--- src/rtl/adc_pack_pkg.sv ---
// adc_pack_pkg: shared state type, sample width and sign-extension helper for adc_sample_packer
package adc_pack_pkg;
   typedef enum logic [1:0] {IDLE, PACK, DROP} pack_state_t;
   localparam int SAMPLE_W = 16;
   // Left-align the raw sample, then arithmetic-shift back to replicate its sign bit.
   function automatic logic [SAMPLE_W-1:0] sext16(input logic [SAMPLE_W-1:0] raw, input int width);
      logic signed [SAMPLE_W-1:0] t;
      t = raw << (SAMPLE_W - width);
      return t >>> (SAMPLE_W - width);
   endfunction
endpackage

--- src/rtl/axis_fifo_fwft.sv ---
// axis_fifo_fwft: first-word-fall-through FIFO
// Ports: clk, rst (async, active-high); wr_en_i/wr_data_i push; rd_en_i pops the head;
// rd_data_o shows the head (zero when empty); full_o/empty_o status. Push while full is
// accepted when a pop happens in the same cycle.
module axis_fifo_fwft #(
   parameter int WIDTH = 65,
   parameter int DEPTH = 8
) (
   input  logic             clk,
   input  logic             rst,
   input  logic             wr_en_i,
   input  logic [WIDTH-1:0] wr_data_i,
   input  logic             rd_en_i,
   output logic [WIDTH-1:0] rd_data_o,
   output logic             full_o,
   output logic             empty_o
);
   localparam int AW = $clog2(DEPTH);
   logic [WIDTH-1:0] mem_q [DEPTH];
   logic [AW:0] wr_ptr_q, rd_ptr_q;
   logic wr, rd;
   assign empty_o = wr_ptr_q == rd_ptr_q;
   assign full_o = (wr_ptr_q[AW] != rd_ptr_q[AW]) && (wr_ptr_q[AW-1:0] == rd_ptr_q[AW-1:0]);
   assign rd = rd_en_i && !empty_o;
   assign wr = wr_en_i && (!full_o || rd);
   assign rd_data_o = empty_o ? '0 : mem_q[rd_ptr_q[AW-1:0]];
   always_ff @(posedge clk or posedge rst)
      if (rst) begin
         wr_ptr_q <= '0;
         rd_ptr_q <= '0;
      end else begin
         if (wr) wr_ptr_q <= wr_ptr_q + 1'b1;
         if (rd) rd_ptr_q <= rd_ptr_q + 1'b1;
      end
   always_ff @(posedge clk)
      if (wr) mem_q[wr_ptr_q[AW-1:0]] <= wr_data_i;
endmodule

--- src/rtl/adc_sample_packer.sv ---
// adc_sample_packer: packs sign-extended ADC samples into framed AXI-Stream words, dropping whole frames on overflow
// Ports: clk, rst (async, active-high); en capture enable (checked at frame boundaries);
// in_data/in_valid sample input; m_axis_tdata/tvalid/tready/tlast output stream;
// overflow_cnt saturating dropped-frame count; busy high while packing or dropping.
module adc_sample_packer
   import adc_pack_pkg::*;
#(
   parameter int DATA_WIDTH  = 12,
   parameter int LANES       = 4,
   parameter int FRAME_WORDS = 256,
   parameter int FIFO_DEPTH  = 8
) (
   input  logic                      clk,
   input  logic                      rst,
   input  logic                      en,
   input  logic [DATA_WIDTH-1:0]     in_data,
   input  logic                      in_valid,
   output logic [SAMPLE_W*LANES-1:0] m_axis_tdata,
   output logic                      m_axis_tvalid,
   input  logic                      m_axis_tready,
   output logic                      m_axis_tlast,
   output logic [31:0]               overflow_cnt,
   output logic                      busy
);
   localparam int DW = SAMPLE_W * LANES;
   localparam int LW = $clog2(LANES);
   localparam int WW = $clog2(FRAME_WORDS);
   localparam logic [LW-1:0] LAST_LANE = LW'(LANES - 1);
   localparam logic [WW-1:0] LAST_WORD = WW'(FRAME_WORDS - 1);
   pack_state_t state_q, state_d;
   logic [LW-1:0] lane_q, lane_d;
   logic [WW-1:0] word_q, word_d;
   logic [DW-SAMPLE_W-1:0] pack_q, pack_d;
   logic [31:0] ovf_q, ovf_d;
   logic [DW-1:0] word_full;
   logic [DW:0] fifo_out;
   logic full, empty, rd, wr_try, wr_ok, word_done, frame_end;
   // Lower lanes live in a right-shifting register; the current sample completes the word.
   assign word_full = {sext16(SAMPLE_W'(in_data), DATA_WIDTH), pack_q};
   assign rd = !empty && m_axis_tready;
   assign wr_ok = !full || rd;
   assign word_done = state_q != IDLE && in_valid && lane_q == LAST_LANE;
   assign frame_end = word_done && word_q == LAST_WORD;
   assign wr_try = state_q == PACK && word_done;
   always_comb begin
      state_d = state_q;
      lane_d = lane_q;
      word_d = word_q;
      pack_d = pack_q;
      ovf_d = ovf_q;
      if (state_q == IDLE) state_d = en ? PACK : IDLE;
      else if (in_valid) begin
         lane_d = lane_q + 1'b1;
         word_d = !word_done ? word_q : frame_end ? '0 : word_q + 1'b1;
         if (state_q == PACK) pack_d = word_full[DW-1:SAMPLE_W];
         if (wr_try && !wr_ok) begin
            state_d = DROP;
            ovf_d = ovf_q + 32'(ovf_q != '1);
         end
         // Frame end wins over a refusal on the last word: nothing left to drop.
         if (frame_end) state_d = en ? PACK : IDLE;
      end
   end
   always_ff @(posedge clk or posedge rst)
      if (rst) begin
         state_q <= IDLE;
         lane_q <= '0;
         word_q <= '0;
         pack_q <= '0;
         ovf_q <= '0;
      end else begin
         state_q <= state_d;
         lane_q <= lane_d;
         word_q <= word_d;
         pack_q <= pack_d;
         ovf_q <= ovf_d;
      end
   axis_fifo_fwft #(.WIDTH(DW + 1), .DEPTH(FIFO_DEPTH)) u_fifo (
      .clk       (clk),
      .rst       (rst),
      .wr_en_i   (wr_try && wr_ok),
      .wr_data_i ({frame_end, word_full}),
      .rd_en_i   (m_axis_tready),
      .rd_data_o (fifo_out),
      .full_o    (full),
      .empty_o   (empty)
   );
   assign {m_axis_tlast, m_axis_tdata} = fifo_out;
   assign m_axis_tvalid = !empty;
   assign overflow_cnt = ovf_q;
   assign busy = state_q != IDLE;
endmodule

--- config.mk ---
export PLATFORM = sky130hd
export DESIGN_NAME = adc_sample_packer
export DESIGN_NICKNAME = d
export VERILOG_FILES = /design/src/rtl/adc_pack_pkg.sv /design/src/rtl/axis_fifo_fwft.sv /design/src/rtl/adc_sample_packer.sv
export SDC_FILE = /design/constraint.sdc
export NUM_CORES = 1
export LEC_CHECK = 0
export ABC_CLOCK_PERIOD_IN_PS = 14600
export BUFFER_PORTS_ARGS = -buffer_cell sky130_fd_sc_hd__buf_4
export CORE_MARGIN = 2
export CORE_UTILIZATION = 32
export CTS_CLUSTER_DIAMETER = 100
export DETAILED_ROUTE_END_ITERATION = 16
export GPL_TIMING_DRIVEN = 0
export PLACE_DENSITY = 0.58
export SYNTH_ARGS = -nofsm -noshare
export SYNTH_HDL_FRONTEND = slang
export SYNTH_SLANG_ARGS = --single-unit
--- constraint.sdc ---
create_clock -name clk -period 14.6 [get_ports clk]
set_input_delay 0.73 -clock clk [delete_from_list [all_inputs] [get_ports clk]]
set_output_delay 0.73 -clock clk [all_outputs]
set_load 0.02 [all_outputs]
==> results of run 1 <==
[registers in the layout, summed over array words and instances, names as in the netlist]
name / flops
u_fifo.mem_q: 392
pack_q: 36
overflow_cnt: 32
word_q: 8
u_fifo.rd_ptr_q: 4
u_fifo.wr_ptr_q: 4
lane_q: 2
state_q: 2
[worst min path at each step]
stage / end / slack (ns) / from
2_1_floorplan: word_q[7] / 0.45 / word_q[7]
3_3_place_gp: lane_q[0] / 0.47 / lane_q[0]
3_5_place_dp: word_q[7] / 0.47 / word_q[7]
4_1_cts: overflow_cnt[27] / 0.18 / rst
5_1_grt: overflow_cnt[5] / 0.21 / rst
6_report: overflow_cnt[27] / 0.19 / rst
[cells by family after synthesis]
logic type | Yosys count | share of synthesized area (%)
DFF | 480 | 74.0
muxes | 188 | 16.7
and+or+nand+nor | 179 | 4.49
buffers and inverters | 71 | 1.86
xor gates and xnor gates | 45 | 2.09
AOI/OAI and AO/OA | 10 | 0.338
adders and majority gates | 7 | 0.464
[critical path: stages, from the launching register on]
cell      delay (ns)
dfrtp_1         0.34
clkbuf_1        0.57
xor2_1          0.19
nor3_1          0.65
and2_1          0.23
clkbuf_1        0.61
clkbuf_1        0.53
buf_1           0.59
nor2_1          0.25
buf_4           0.20
buf_4           0.15
[final cells by class]
type,count,area [µm²]
fillers,5321,35900
well taps,773,967
multi-input cells,429,4600
plain buffers,61,314
clock buffers,64,1290
inverters,10,40.0
repair buffers,155,1380
clock inverters,24,189
flip-flops and latches,480,14000
[metal layers]
layer / up-vias / share of wire [%]
met5: - / 0
met4: 0 / 1.5
met3: 46 / 4.6
met2: 251 / 49
met1: 5110 / 45
li1: 4269 / -
[per-stage QoR]
stage	utilization, %	area [µm²]	setup WS (ns)	instances	hold WS, ns
final	38.8	22800	8.99	1996	0.185
after global routing	38.8	22800	8.66	1996	0.205
after CTS	38.8	22800	8.80	1996	0.179
after detailed placement	36.3	21300	9.44	1908	0.472
after global placement	35.3	20700	2.26	1868	0.467
after floorplan	-	18900	8.02	980	0.448
[synth_stat cells]
library cell	n	area [µm²]
edfxtp_1	392	11800
mux4_2	98	2210
dfrtp_1	88	2200
nor2_1	76	285
mux2i_1	49	490
mux2_2	41	462
nand2_1	28	105
clkbuf_1	27	101
xor2_1	26	228
xnor2_1	19	166
nand3_1	18	90.1
buf_4	16	120
nand4_1	15	93.8
nor3_1	14	70.1
buf_1	13	48.8
inv_1	10	37.5
ha_1	7	87.6
nor4_1	7	43.8
o21ai_0	4	20.0
and2_1	3	18.8
buf_6	3	33.8
and4_1	2	17.5
buf_2	2	10.0
nand2b_1	2	12.5
nor4bb_1	2	20.0
or3_1	2	12.5
a21oi_1	1	5.00
and3_1	1	6.26
nand3b_1	1	7.51
nand4b_1	1	8.76
nor2b_1	1	6.26
nor3_2	1	10.0
nor3b_1	1	7.51
o211a_1	1	10.0
o211ai_1	1	7.51
o21ai_1	1	5.00
o2bb2ai_1	1	8.76
o31ai_1	1	7.51
or2_1	1	6.26
or2_2	1	6.26
or4_1	1	7.51
or4_4	1	11.3
[power by group]
| group | switching, mW | internal, mW | total [mW] |
|---|---|---|---|
| Clock | 0.514 | 0.647 | 1.16 |
| Combinational | 0.890 | 0.729 | 1.62 |
| Sequential | 0.174 | 1.73 | 1.90 |
==> impl_metrics.csv, run 1 <==
group,metric,value,unit
run_status,status,"complete, no violations",
setup_path,r2r-start,"u_fifo.rd_ptr_q[2]",
timing,finalCriticalPeriod,5.61,ns
clocking,root_buffer,"clkbuf_16",
synthesis,ys.warnings.count,0,
global_routing,grt_pass1_wl,64200,µm
timing,final-max-slew-violation-count,0,
routing,drtIter0Drc,694,
global_routing,grt_pass1_vias,10034,
setup_path,regToRegSetupSlack,11.17,ns
setup_path,start_kind,"register",
routing,antenna_left,0,
clocking,cts_tree,"built",
setup_path,cp-end-kind,"output pin",
timing,tns,0,ns
timing,final_hold_viol_count,0,
setup_path,crit_path_end,"m_axis_tdata[30]",
setup_path,regToRegEndpoint,"u_fifo.mem_q[0][53]",
die,num_rows,89,
layout,final_cell_mix,"392 x edfxtp_1, 139 x buf_4, 98 x mux4_2",
layout,area_delta_synth_final,20.6,%
timing,setup_viol,0,
timing,worst_slew_pin_slew,1.01,ns
power,p_per_area,206,nW/µm²
clocking,post-cts-setup-buffer-count,0,
setup_path,critical_path_class,"register to output pin",
timing,relSlewSlack,32.4,%
synthesis,yosysSeqAreaShare,74.0,%
die,die-area,60900,µm²
min_path,hold_path_class,"primary input to async pin",
clocking,h-tree-depth,2,
routing,drt_first_pass_iters,5,
timing,clock.fmax,178,MHz
routing,route.detailed.drc,0,
place,dp_hpwl,27900,µm
setup_path,crit_path_start,"u_fifo.rd_ptr_q[2]",
die,die_w,247,µm
routing,viasPerCell,4.85,
global_routing,gr-usage-all-layers,14.2,%
die,core-area,58700,µm²
setup_path,worstPathArrival,4.88,ns
run,max_cap_violations,0,
clocking,cts_resized,0,
die,initial_core_util,32.2,%
synthesis,syn_nets,1004,
place,port_buffers,115,
timing,fin_crit_sh,38.4,%
timing,fin_skew,0.0375,ns
layout,final_nets,1209,
global_routing,grt_overflow,0,
clocking,clkTransAtPathRegs,0.06,ns
power,ir_worst_vdd,103,µV
synthesis,syn-instance-count,980,
global_routing,gr-max-usage-layer,"met2",
synthesis,syn_area,18900,µm²
routing,detail_route.wirelength,42800,µm
layout,antenna_cells,0,
power,power,4.68,mW
place,gp_congestion,0.771,
setup_path,required,13.87,ns
clocking,cts_made_buffers,48,
global_routing,grt_use_met2,23.2,%
global_routing,grt_use_met3,2.34,%
clocking,clk_path_buf_depth,3,
setup_path,worstRegToRegCells,10,
layout,drive_gt1_share,32.1,%
die,die_h,247,µm
clocking,numClockSinks,480,
setup_path,critPathMaxFanout,10,
global_routing,antenna_found_initial,0,
routing,vias,9676,
layout,final_common_cell,"edfxtp_1",
synthesis,synth.distinct_cells,42,
synthesis,ys_seq_elements,480,
synthesis,synth_area_per_cell,19.3,µm²
global_routing,met1_usage,19.9,%
routing,wl_per_cell,21.4,µm
clocking,clock_latency,0.58,ns
global_routing,grt_max_degree,59,
power,p_leak,8.02,nW
die,io_pins,116,
timing,rsz0062_at_grt,"false",
clocking,ctsHoldBuffers,0,
Power figures use the tool's default switching activity.
==> run 2, diff against run 1 <==
ABC_CLOCK_PERIOD_IN_PS = 5250   (was 14600)
clock period = 5.25 ns   (was 14.6 ns; I/O delays follow)
==> impl_metrics.csv, run 2 (synthesized netlist as in run 1, its figures left out) <==
group,metric,value,unit
run_status,status,"complete, no violations",
die,initial_core_util,32.2,%
global_routing,grt_use_met3,2.92,%
clocking,clk_path_buf_depth,3,
clocking,clkTransAtPathRegs,0.06,ns
place,gp_congestion,0.765,
timing,worst_slew_pin_slew,1.03,ns
global_routing,grt_pass1_wl,63400,µm
layout,fin_util,39.2,%
setup_path,path_buf_inv,6,
timing,final_hold_viol_count,0,
global_routing,grt_use_met2,23.2,%
setup_path,regToRegSetupSlack,1.91,ns
setup_path,cp_slowest_cell,"clkbuf_1",
setup_path,start_kind,"register",
layout,nFillCells,5276,
place,port_buffers,115,
global_routing,grt_overflow,0,
clocking,cts_tree,"built",
place,placed_cell_area,21300,µm²
routing,drt_first_pass_iters,5,
setup_path,worstPathArrival,4.36,ns
place,dp.cells,1904,
layout,fin_area,23000,µm²
layout,final_cell_mix,"392 x edfxtp_1, 131 x buf_4, 98 x mux4_2",
power,p_leak,8.14,nW
clocking,root_buffer,"clkbuf_16",
routing,vias,9674,
layout,largest_reg_flops,392,
die,die_h,247,µm
layout,drive_gt1_share,31.8,%
routing,route.detailed.drc,0,
global_routing,antenna_found_initial,0,
timing,tns,0,ns
clocking,h-tree-depth,2,
power,power,13.2,mW
timing,finalCriticalPeriod,4.62,ns
setup_path,regToRegEndpoint,"u_fifo.mem_q[4][0]",
global_routing,gr-max-usage-layer,"met2",
setup_path,critical_path_class,"register to output pin",
layout,final_common_cell,"edfxtp_1",
global_routing,met1_usage,19.0,%
die,core-area,58700,µm²
clocking,cts_made_buffers,48,
timing,setup_viol,0,
setup_path,cp-end-kind,"output pin",
die,die_w,247,µm
layout,final_nets,1221,
layout,antenna_cells,0,
layout,area_delta_synth_final,22.0,%
layout,register_area,14000,µm²
timing,fin_crit_sh,88.1,%
setup_path,cp_top_family,"buffers and inverters",
timing,rsz0062_at_grt,"false",
clocking,post-cts-setup-buffer-count,0,
timing,relSlewSlack,31.5,%
power,p_per_area,573,nW/µm²
layout,final_cells,2010,
setup_path,crit_path_start,"u_fifo.rd_ptr_q[2]",
routing,antenna_left,0,
setup_path,crit_path_frequent_cell,"clkbuf_1",
routing,viasPerCell,4.81,
min_path,hold_path_class,"primary input to async pin",
die,num_rows,89,
die,io_pins,116,
setup_path,crit_path_max_incr_delay,0.58,ns
place,dp_hpwl,28000,µm
global_routing,grt_pass1_vias,10004,
global_routing,grt_max_degree,60,
setup_path,crit_path_cell_trace,"clkbuf_1, xor2_1, nor3_2, and2_1, clkbuf_1, clkbuf_1, buf_1, nor2_1, buf_4, buf_4",
routing,detail_route.wirelength,42300,µm
global_routing,gr-usage-all-layers,14.1,%
timing,final-max-slew-violation-count,0,
setup_path,critPathMaxFanout,10,
die,die-area,60900,µm²
run,max_cap_violations,0,
clocking,numClockSinks,480,
timing,fin_skew,0.0134,ns
power,ir_worst_vdd,381,µV
layout,multiInputGateArea,4610,µm²
clocking,clock_latency,0.59,ns
setup_path,worstRegToRegCells,9,
setup_path,required,4.99,ns
routing,wl_per_cell,21.0,µm
setup_path,r2r-start,"u_fifo.rd_ptr_q[2]",
routing,drtIter0Drc,723,
timing,clock.fmax,216,MHz
run 2: cell count changes in the layout (fill, tap and decap cells not counted), moves of 2 or more:
cell / delta
buf_4: -8
buf_8: +4
bufinv_16: +3
clkbuf_8: +4
clkinv_1: -3
clkinv_2: +5
clkinv_4: -2
clkinvlp_4: -3
dlygate4sd3_1: +16
inv_6: -2
run 2: routing by layer:
metal,part of all wire (%),routed length [µm]
met1,43,18200
met2,49,20900
met3,5.9,2510
met4,1.7,713
met5,0,0
run 2: cell type report:
type	count	share of cell area, %
plain buffers	61	1.36
clock buffers	68	5.76
clock inverters	22	1.02
inverters	10	0.174
multi-input cells	429	20.0
flip-flops and latches	480	60.7
well taps	773	4.20
repair buffers	167	6.73
run 2: metrics by stage:
step	setup WS [ns]	hold WS, ns
finish	0.625	0.242
global route	0.293	0.271
floorplan	0.198	0.361
CTS	0.225	0.232
global placement	-4.00	0.467
detailed placement	0.884	0.313
run 2: worst max path at each step:
stage,depth (start not counted),end
after detailed placement,10,m_axis_tdata[31]
after global placement,6,u_fifo.mem_q[4][5]
after global routing,10,m_axis_tdata[31]
after floorplan,6,u_fifo.mem_q[1][0]
final,10,m_axis_tdata[31]
after CTS,10,m_axis_tdata[31]
run 2: timing repair:
item / 4_1_cts / 5_1_grt
hold buffers: 16 / 0
gates resized for setup: 0 / 1
setup endpoints to repair: 0 / 1
endpoints found under the hold margin: 141 / 0
run 2: worst reg2reg max path: cells and delay by family (launching register included):
| family | cells | cell delay (ns) |
|---|---|---|
| and+or+nand+nor | 2 | 0.90 |
| AOI/OAI and AO/OA | 1 | 0.30 |
| DFF | 1 | 0.32 |
| buffers and inverters | 5 | 1.27 |
| xor gates and xnor gates | 1 | 0.26 |
run 2: power breakdown:
group / internal, mW / switching, mW
Sequential: 4.81 / 0.472
Clock: 1.97 / 1.42
Combinational: 2.04 / 2.48
==> run 3, diff against run 2 <==
ABC_AREA = 0   (was unset)
ABC_CLOCK_PERIOD_IN_PS = 4250   (was 5250)
PLACE_DENSITY = 0.6   (was 0.58)
clock period = 4.25 ns   (was 5.25 ns; I/O delays follow)
==> impl_metrics.csv, run 3 (synthesized netlist as in run 1, its figures left out) <==
group,metric,value,unit
run_status,status,"complete, no violations",
timing,finalCriticalPeriod,3.85,ns
setup_path,r2r-start,"state_q[1]",
routing,viasPerCell,4.80,
layout,fin_util,39.0,%
setup_path,critPathMaxFanout,10,
setup_path,regToRegEndpoint,"u_fifo.mem_q[2][52]",
layout,antenna_cells,0,
layout,final_common_cell,"edfxtp_1",
die,initial_core_util,32.2,%
layout,final_cell_mix,"392 x edfxtp_1, 131 x buf_4, 98 x mux4_2",
setup_path,cp_slowest_cell,"buf_1",
routing,drt_first_pass_iters,4,
setup_path,required,4.04,ns
routing,drtIter0Drc,709,
die,die-area,60900,µm²
timing,setup_viol,0,
die,core-area,58700,µm²
timing,rsz0062_at_grt,"false",
clocking,cts_made_buffers,47,
power,p_leak,8.09,nW
setup_path,crit_path_max_incr_delay,0.78,ns
setup_path,cp_top_family,"buffers and inverters",
global_routing,gr-max-usage-layer,"met2",
setup_path,critical_path_class,"register to output pin",
timing,final_hold_viol_count,0,
routing,route.detailed.drc,0,
clocking,post-cts-setup-buffer-count,0,
global_routing,grt_use_met3,3.00,%
clocking,clkTransAtPathRegs,0.06,ns
routing,detail_route.wirelength,41900,µm
setup_path,worstPathArrival,3.64,ns
setup_path,cp-end-kind,"output pin",
layout,final_nets,1216,
timing,clock.fmax,260,MHz
timing,final-max-slew-violation-count,0,
setup_path,worstRegToRegCells,7,
global_routing,gr-usage-all-layers,14.0,%
setup_path,crit_path_frequent_cell,"buf_4",
die,die_h,247,µm
timing,tns,0,ns
die,io_pins,116,
timing,fin_skew,0.0207,ns
global_routing,grt_pass1_wl,63300,µm
layout,area_delta_synth_final,21.4,%
power,ir_worst_vdd,408,µV
timing,fin_crit_sh,90.6,%
global_routing,grt_overflow,0,
routing,wl_per_cell,20.9,µm
layout,final_cells,2003,
power,p_per_area,702,nW/µm²
place,dp.cells,1902,
global_routing,grt_pass1_vias,10073,
run,max_cap_violations,0,
layout,drive_gt1_share,31.8,%
layout,nFillCells,5273,
clocking,clk_path_buf_depth,3,
setup_path,crit_path_cell_trace,"clkbuf_1, buf_1, mux4_2, mux2i_1, nor2_1, buf_4, buf_4",
layout,largest_reg_flops,392,
clocking,numClockSinks,480,
place,port_buffers,115,
clocking,cts_tree,"built",
clocking,clock_latency,0.58,ns
global_routing,grt_max_degree,61,
timing,relSlewSlack,28.2,%
routing,vias,9613,
setup_path,regToRegSetupSlack,1.09,ns
global_routing,antenna_found_initial,0,
clocking,h-tree-depth,2,
setup_path,path_buf_inv,4,
die,num_rows,89,
place,dp_hpwl,27700,µm
place,gp_congestion,0.783,
routing,antenna_left,0,
clocking,root_buffer,"clkbuf_16",
die,die_w,247,µm
timing,worst_slew_pin_slew,1.08,ns
setup_path,start_kind,"register",
global_routing,grt_use_met2,22.9,%
min_path,hold_path_class,"primary input to async pin",
timing,fin_hold_ws,0.187,ns
global_routing,met1_usage,19.1,%
==> run 3: worst reg2reg max path, cell delays in order (launching register included) <==
cell and delay [ns]:
dfrtp_1 0.41, nand3b_1 0.16, clkbuf_1 0.40, nor2_1 0.25, o21ai_1 0.31, nor3_2 0.86, buf_6 0.28, buf_8 0.17
==> run 3: metrics by stage <==
step	power [mW]	setup slack, ns	instance area (µm²)
5_1_grt	16.9	0.0734	22900
6_report	16.1	0.399	22900
3_3_place_gp	12.2	-5.02	20700
2_1_floorplan	9.97	-0.802	18900
4_1_cts	16.4	0.122	22900
3_5_place_dp	12.3	-0.141	21300
==> run 3: power breakdown <==
| part | switching (mW) | internal [mW] | leakage [nW] |
|---|---|---|---|
| Sequential | 0.620 | 5.95 | 4.63 |
| Combinational | 3.02 | 2.51 | 2.73 |
| Clock | 1.75 | 2.24 | 0.728 |
==> run 3: cell type report <==
| class | instances | area [µm²] | share of cell area [%] |
|---|---|---|---|
| clock inverters | 21 | 164 | 0.715 |
| multi-input cells | 429 | 4620 | 20.1 |
| flip-flops and latches | 480 | 14000 | 61.0 |
| clock buffers | 66 | 1320 | 5.76 |
| repair buffers | 165 | 1520 | 6.65 |
| well taps | 773 | 967 | 4.22 |
| plain buffers | 59 | 308 | 1.34 |
| inverters | 10 | 40.0 | 0.175 |
==> run 3: per-layer routing <==
metal  vias to the layer above  wire, µm
li1                       4269         -
met1                      5067     18600
met2                       220     20400
met3                        57      2140
met4                         0       715
met5                         -         0
==> run 3: how the worst max path moves through the flow <==
| stage | depth (start not counted) | to | slack (ns) | start |
|---|---|---|---|---|
| after global placement | 6 | u_fifo.mem_q[4][5] | -5.02 | u_fifo.rd_ptr_q[2] |
| after detailed placement | 10 | m_axis_tdata[29] | -0.14 | u_fifo.rd_ptr_q[2] |
| after CTS | 9 | m_axis_tdata[29] | 0.12 | u_fifo.rd_ptr_q[2] |
| after global routing | 7 | m_axis_tdata[14] | 0.07 | u_fifo.rd_ptr_q[0] |
| after floorplan | 6 | u_fifo.mem_q[1][0] | -0.80 | u_fifo.rd_ptr_q[2] |
| final | 7 | m_axis_tdata[45] | 0.40 | u_fifo.rd_ptr_q[0] |
==> run 3: timing repair <==
item	CTS	global route
hold buffers	16	0
endpoints found under the hold margin	142	0
gates resized for setup	3	0
endpoints found under the setup margin	29	5
